**config.mk**
```make
export PLATFORM = sky130hd
export DESIGN_NAME = router_fsm_ctrl
export DESIGN_NICKNAME = d
export VERILOG_FILES = /design/src/rtl/router_fsm_ctrl.sv
export SDC_FILE = /design/constraint.sdc
export NUM_CORES = 1
export LEC_CHECK = 0
export BUFFER_PORTS_ARGS = -buffer_cell sky130_fd_sc_hd__clkbuf_2
export CORE_AREA = 2 2 39 41
export DETAILED_ROUTE_END_ITERATION = 6
export DIE_AREA = 0 0 41 43
export PLACE_DENSITY = 0.7
export SYNTH_ARGS = -nofsm -noshare
export SYNTH_HDL_FRONTEND = slang
export SYNTH_SLANG_ARGS = --single-unit
```
**constraint.sdc**
```tcl
create_clock -name clock -period 1.6 [get_ports clock]
set_input_delay 0.08 -clock clock [delete_from_list [all_inputs] [get_ports clock]]
set_output_delay 0.08 -clock clock [all_outputs]
set_load 0.005 [all_outputs]
```
**src/rtl/router_fsm_ctrl.sv**
```systemverilog
// Packet-sequencing FSM for the 1x3 router ingress path: header decode, payload/parity writes, full stalls.
// Optional feature: define ROUTER_FSM_DROP_EN to add a DROP state and drop_pkt output for invalid addresses.
module router_fsm_ctrl #(
   parameter int                ADDR_W    = 2,
   parameter logic [ADDR_W-1:0] DROP_ADDR = ADDR_W'(3)
) (
   input  logic              clock,
   input  logic              reset,
   input  logic              pkt_valid,
   input  logic [ADDR_W-1:0] data_in,
   input  logic              fifo_full,
   input  logic              fifo_empty_0,
   input  logic              fifo_empty_1,
   input  logic              fifo_empty_2,
   input  logic              soft_reset_0,
   input  logic              soft_reset_1,
   input  logic              soft_reset_2,
   input  logic              parity_done,
   input  logic              low_pkt_valid,
   output logic              detect_add,
   output logic              lfd_state,
   output logic              ld_state,
   output logic              laf_state,
   output logic              full_state,
   output logic              rst_int_reg,
   output logic              write_enb_reg,
`ifdef ROUTER_FSM_DROP_EN
   output logic              drop_pkt,
`endif
   output logic              busy
);

   localparam int NUM_PORTS = 3;

`ifdef ROUTER_FSM_DROP_EN
   localparam int STATE_W = 4;
`else
   localparam int STATE_W = 3;
`endif

   localparam logic [STATE_W-1:0] DA   = STATE_W'(0);
   localparam logic [STATE_W-1:0] LFD  = STATE_W'(1);
   localparam logic [STATE_W-1:0] LD   = STATE_W'(2);
   localparam logic [STATE_W-1:0] FFS  = STATE_W'(3);
   localparam logic [STATE_W-1:0] LAF  = STATE_W'(4);
   localparam logic [STATE_W-1:0] LP   = STATE_W'(5);
   localparam logic [STATE_W-1:0] CPE  = STATE_W'(6);
   localparam logic [STATE_W-1:0] WTE  = STATE_W'(7);
`ifdef ROUTER_FSM_DROP_EN
   localparam logic [STATE_W-1:0] DROP = STATE_W'(8);
`endif

   logic [STATE_W-1:0]   state_reg;
   logic [STATE_W-1:0]   state_next;
   logic [ADDR_W-1:0]    addr_reg;
   logic [NUM_PORTS-1:0] empty_vec;
   logic [NUM_PORTS-1:0] soft_vec;
   logic [NUM_PORTS-1:0] hit_in;
   logic [NUM_PORTS-1:0] hit_q;
   logic                 addr_ok;
   logic                 empty_in;
   logic                 empty_q;
   logic                 abort;

   assign empty_vec = {fifo_empty_2, fifo_empty_1, fifo_empty_0};
   assign soft_vec  = {soft_reset_2, soft_reset_1, soft_reset_0};

   // One-hot port match for the incoming header and the latched address.
   genvar gi;
   generate
      for (gi = 0; gi < NUM_PORTS; gi++) begin : g_port
         assign hit_in[gi] = (data_in  == ADDR_W'(gi));
         assign hit_q[gi]  = (addr_reg == ADDR_W'(gi));
      end
   endgenerate

   assign addr_ok  = (data_in != DROP_ADDR) && (|hit_in);
   assign empty_in = |(hit_in & empty_vec);
   assign empty_q  = |(hit_q & empty_vec);
   assign abort    = (state_reg != DA) && (|(hit_q & soft_vec));

   always_comb begin
      state_next = state_reg;
      case (state_reg)
         DA: begin
            if (pkt_valid && addr_ok)
               state_next = empty_in ? LFD : WTE;
`ifdef ROUTER_FSM_DROP_EN
            else if (pkt_valid && (data_in == DROP_ADDR))
               state_next = DROP;
`endif
         end
         WTE:  if (empty_q) state_next = LFD;
         LFD:  state_next = LD;
         LD: begin
            if (fifo_full)       state_next = FFS;
            else if (!pkt_valid) state_next = LP;
         end
         FFS:  if (!fifo_full) state_next = LAF;
         LAF: begin
            if (parity_done)        state_next = DA;
            else if (low_pkt_valid) state_next = LP;
            else                    state_next = LD;
         end
         LP:   state_next = CPE;
         CPE:  state_next = fifo_full ? FFS : DA;
`ifdef ROUTER_FSM_DROP_EN
         DROP: if (!pkt_valid) state_next = DA;
`endif
         default: state_next = DA;
      endcase
      // Port soft reset (read timeout) abandons the packet from any active state.
      if (abort) state_next = DA;
   end

   always_ff @(posedge clock) begin
      if (reset) begin
         state_reg <= DA;
         addr_reg  <= '0;
      end else begin
         state_reg <= state_next;
         if (state_reg == DA && pkt_valid) addr_reg <= data_in;
      end
   end

`ifdef ROUTER_FSM_DROP_EN
   logic drop_pkt_reg;
   always_ff @(posedge clock) begin
      if (reset) drop_pkt_reg <= 1'b0;
      else       drop_pkt_reg <= (state_reg == DA) && (state_next == DROP);
   end
   assign drop_pkt = drop_pkt_reg;
`endif

   assign detect_add    = (state_reg == DA);
   assign lfd_state     = (state_reg == LFD);
   assign ld_state      = (state_reg == LD);
   assign laf_state     = (state_reg == LAF);
   assign full_state    = (state_reg == FFS);
   assign rst_int_reg   = (state_reg == CPE);
   assign write_enb_reg = (state_reg == LFD) || (state_reg == LD) ||
                          (state_reg == LAF) || (state_reg == LP);
   assign busy          = (state_reg == WTE) || (state_reg == LFD) || (state_reg == FFS) ||
                          (state_reg == LAF) || (state_reg == LP)  || (state_reg == CPE);

endmodule

```
==> reports/metrics.yaml <==
cts-root-buf: "clkbuf_4"
holdBufCountCts: 0
fp.dieH_um: 43
hold_violations: 0
die_x_um: 41
power_density_nw_per_um2: 1650
cts_buffer_depth: 2
grt_pass1_vias: 450
irDropWorstVdd_uv: 782
slew_headroom_pct: 75.3
maxCapViolCount: 0
fillCellCount: 155
drv_slew: 0
timing_worst_slew_pin_value_ps: 371
avgRoutedWirePerCell_um: 11.6
path_cells: "or3_4 > a21oi_1 > a211oi_1 > o21a_1"
routed_wl_um: 1160
numCtsBuffers: 3
fin_crit_sh_pct: 91.3
largest_register_ffs: 3
antenna_found_initial: 0
gr-usage-all-layers_pct: 15.1
setup_violations: 0
antenna_cells: 0
portBuffers: 21
drtPass1Iterations: 4
clk_latency_ps: 240
ys_seq_elements: 5
drtIter0Drc: 7
placed_cell_area_um2: 593
crit_type: "flip-flop to flip-flop"
grt.overflow.total: 0
fin_ws_ps: 139
worstPathRequired_ps: 1730
grt_start_max_net_pins: 13
multiInputGateArea_um2: 352
critical_path_arrival_ps: 1590
syn_avg_cell_area_um2: 8.03
drc_errors: 0
vias_per_cell: 5.27
dp_cells: 96
syn2layout_area_growth_pct: 24.4
period_minus_slack_ps: 1460
status: "finished clean"
netlist_instances: 62
initial_core_util_pct: 36.0
clock_sinks: 5
syn-cell-area_um2: 498
fin_cells: 100
hold_class: "input port to flip-flop"
ys_seq_area_share_pct: 20.1
drive_gt1_share_pct: 40.5
synth_nets: 76
nets: 99
path_clk_slew_ps: 40
critPathCaptureType: "flip-flop"
ff_latch_area_um2: 100
fin_area_um2: 619
start_kind: "flip-flop"
crit_path_top_delay_cell: "or3_4"
fin_skew_ps: 2.36
fp.coreArea_um2: 1380
power_mw: 1.02
htree_levels: 1
slowest_delay_ps: 440
r2r_slack_ps: 140
pin_count: 22
ys_types: 35
gp_congestion: 0.818
tritoncts: "done"
postCtsResizedCells: 0
dieArea_um2: 1760
leakage_nw: 0.286
fin_util_pct: 44.8
hpwlAfterDp_um: 928
path_max_fanout: 12
fin_setup_tns_ps: 0
dpl_worst_slack_ps: 144
core.rowCount: 14
grt_pass1_wl_um: 1810
cts_setup_buffers: 0
yosys_warnings: 0
hold_ws_ps: 57.1
fmax_mhz: 685
rsz0062_at_grt: "no"
vias: 527
drtAntennaViolNets: 0
[cell type report]
type                    count  area share, %
multi-input cells          50           56.8
clock buffers               4           4.24
flip-flops and latches      5           16.2
repair buffers             21           17.0
inverters                   4           2.63
well taps                  16           3.23
[cells by family after synthesis]
| group | after synthesis | share of synthesized area, % |
|---|---|---|
| AO/OA/AOI/OAI | 18 | 29.1 |
| AND/OR/NAND/NOR | 27 | 31.9 |
| buffers and inverters | 7 | 9.30 |
| flip-flops | 5 | 20.1 |
| multiplexers | 3 | 6.03 |
| XOR/XNOR | 2 | 3.52 |
[critical path: cells and delay by family (launching register included)]
family          cells  cell delay, ps
simple gates        1             440
compound gates      3             510
flops               1             400
[where the power goes]
part | switching (mW) | internal [mW] | total (mW)
clock network | 0.0497 | 0.0941 | 0.144
registers | 0.106 | 0.169 | 0.275
logic | 0.291 | 0.311 | 0.602
total | 0.446 | 0.574 | 1.02
[worst paths after layout]
check | from | to | cells after the start
setup / recovery | state_reg[0]$_SDFFE_PP0P_ | state_reg[2]$_SDFFE_PP0P_ | 4
hold / removal | reset | addr_reg[0]$_SDFFE_PP0P_ | 2
setup reg to reg | state_reg[0]$_SDFFE_PP0P_ | state_reg[2]$_SDFFE_PP0P_ | 4
hold reg to reg | addr_reg[1]$_SDFFE_PP0P_ | addr_reg[1]$_SDFFE_PP0P_ | 2
[metal layers]
layer  wire (um)  vias up  GRT usage, %
met5           0        -             0
met4           0        0          4.00
met3          94        0          6.28
met2         560       23          23.4
met1         503      232          18.3
li1            -      272             -
[cells in the mapped netlist]
cell type	n	area [um^2]
or2_2	1	6.26
clkinv_2	1	5.00
nor3_1	2	10.0
and3_2	1	7.51
o22a_2	1	10.0
o21a_1	1	7.51
or3b_1	1	8.76
nor3b_1	1	7.51
nand3_1	2	10.0
a21oi_1	5	25.0
buf_4	1	7.51
o211a_1	1	10.0
a211oi_2	2	25.0
buf_6	2	22.5
mux2i_1	3	30.0
nor4b_1	1	8.76
a31oi_1	1	6.26
and3_1	2	12.5
a211oi_1	1	7.51
a211o_2	1	10.0
nand2_1	6	22.5
xnor2_1	1	8.76
nor2_1	3	11.3
dfxtp_1	5	100
o21ai_2	1	8.76
a22o_1	1	8.76
xor2_1	1	8.76
o22ai_1	1	6.26
nor2b_1	2	12.5
or3_4	1	11.3
nand3b_1	3	22.5
or2b_1	1	7.51
o211ai_2	1	12.5
o31ai_1	1	7.51
inv_1	3	11.3
[layout by cell type (no fill, tap or decap), types with 2 or more instances in the layout]
| master | n |
|---|---|
| a211oi_2 | 2 |
| and3_1 | 2 |
| nand3_1 | 2 |
| nor3_1 | 2 |
| dfxtp_1 | 5 |
| clkbuf_4 | 3 |
| a21oi_1 | 5 |
| inv_1 | 3 |
| mux2i_1 | 3 |
| nand2_1 | 6 |
| nor2_1 | 3 |
| clkbuf_2 | 21 |
| nor2b_1 | 2 |
| nand3b_1 | 3 |
Power figures use the tool's default switching activity.
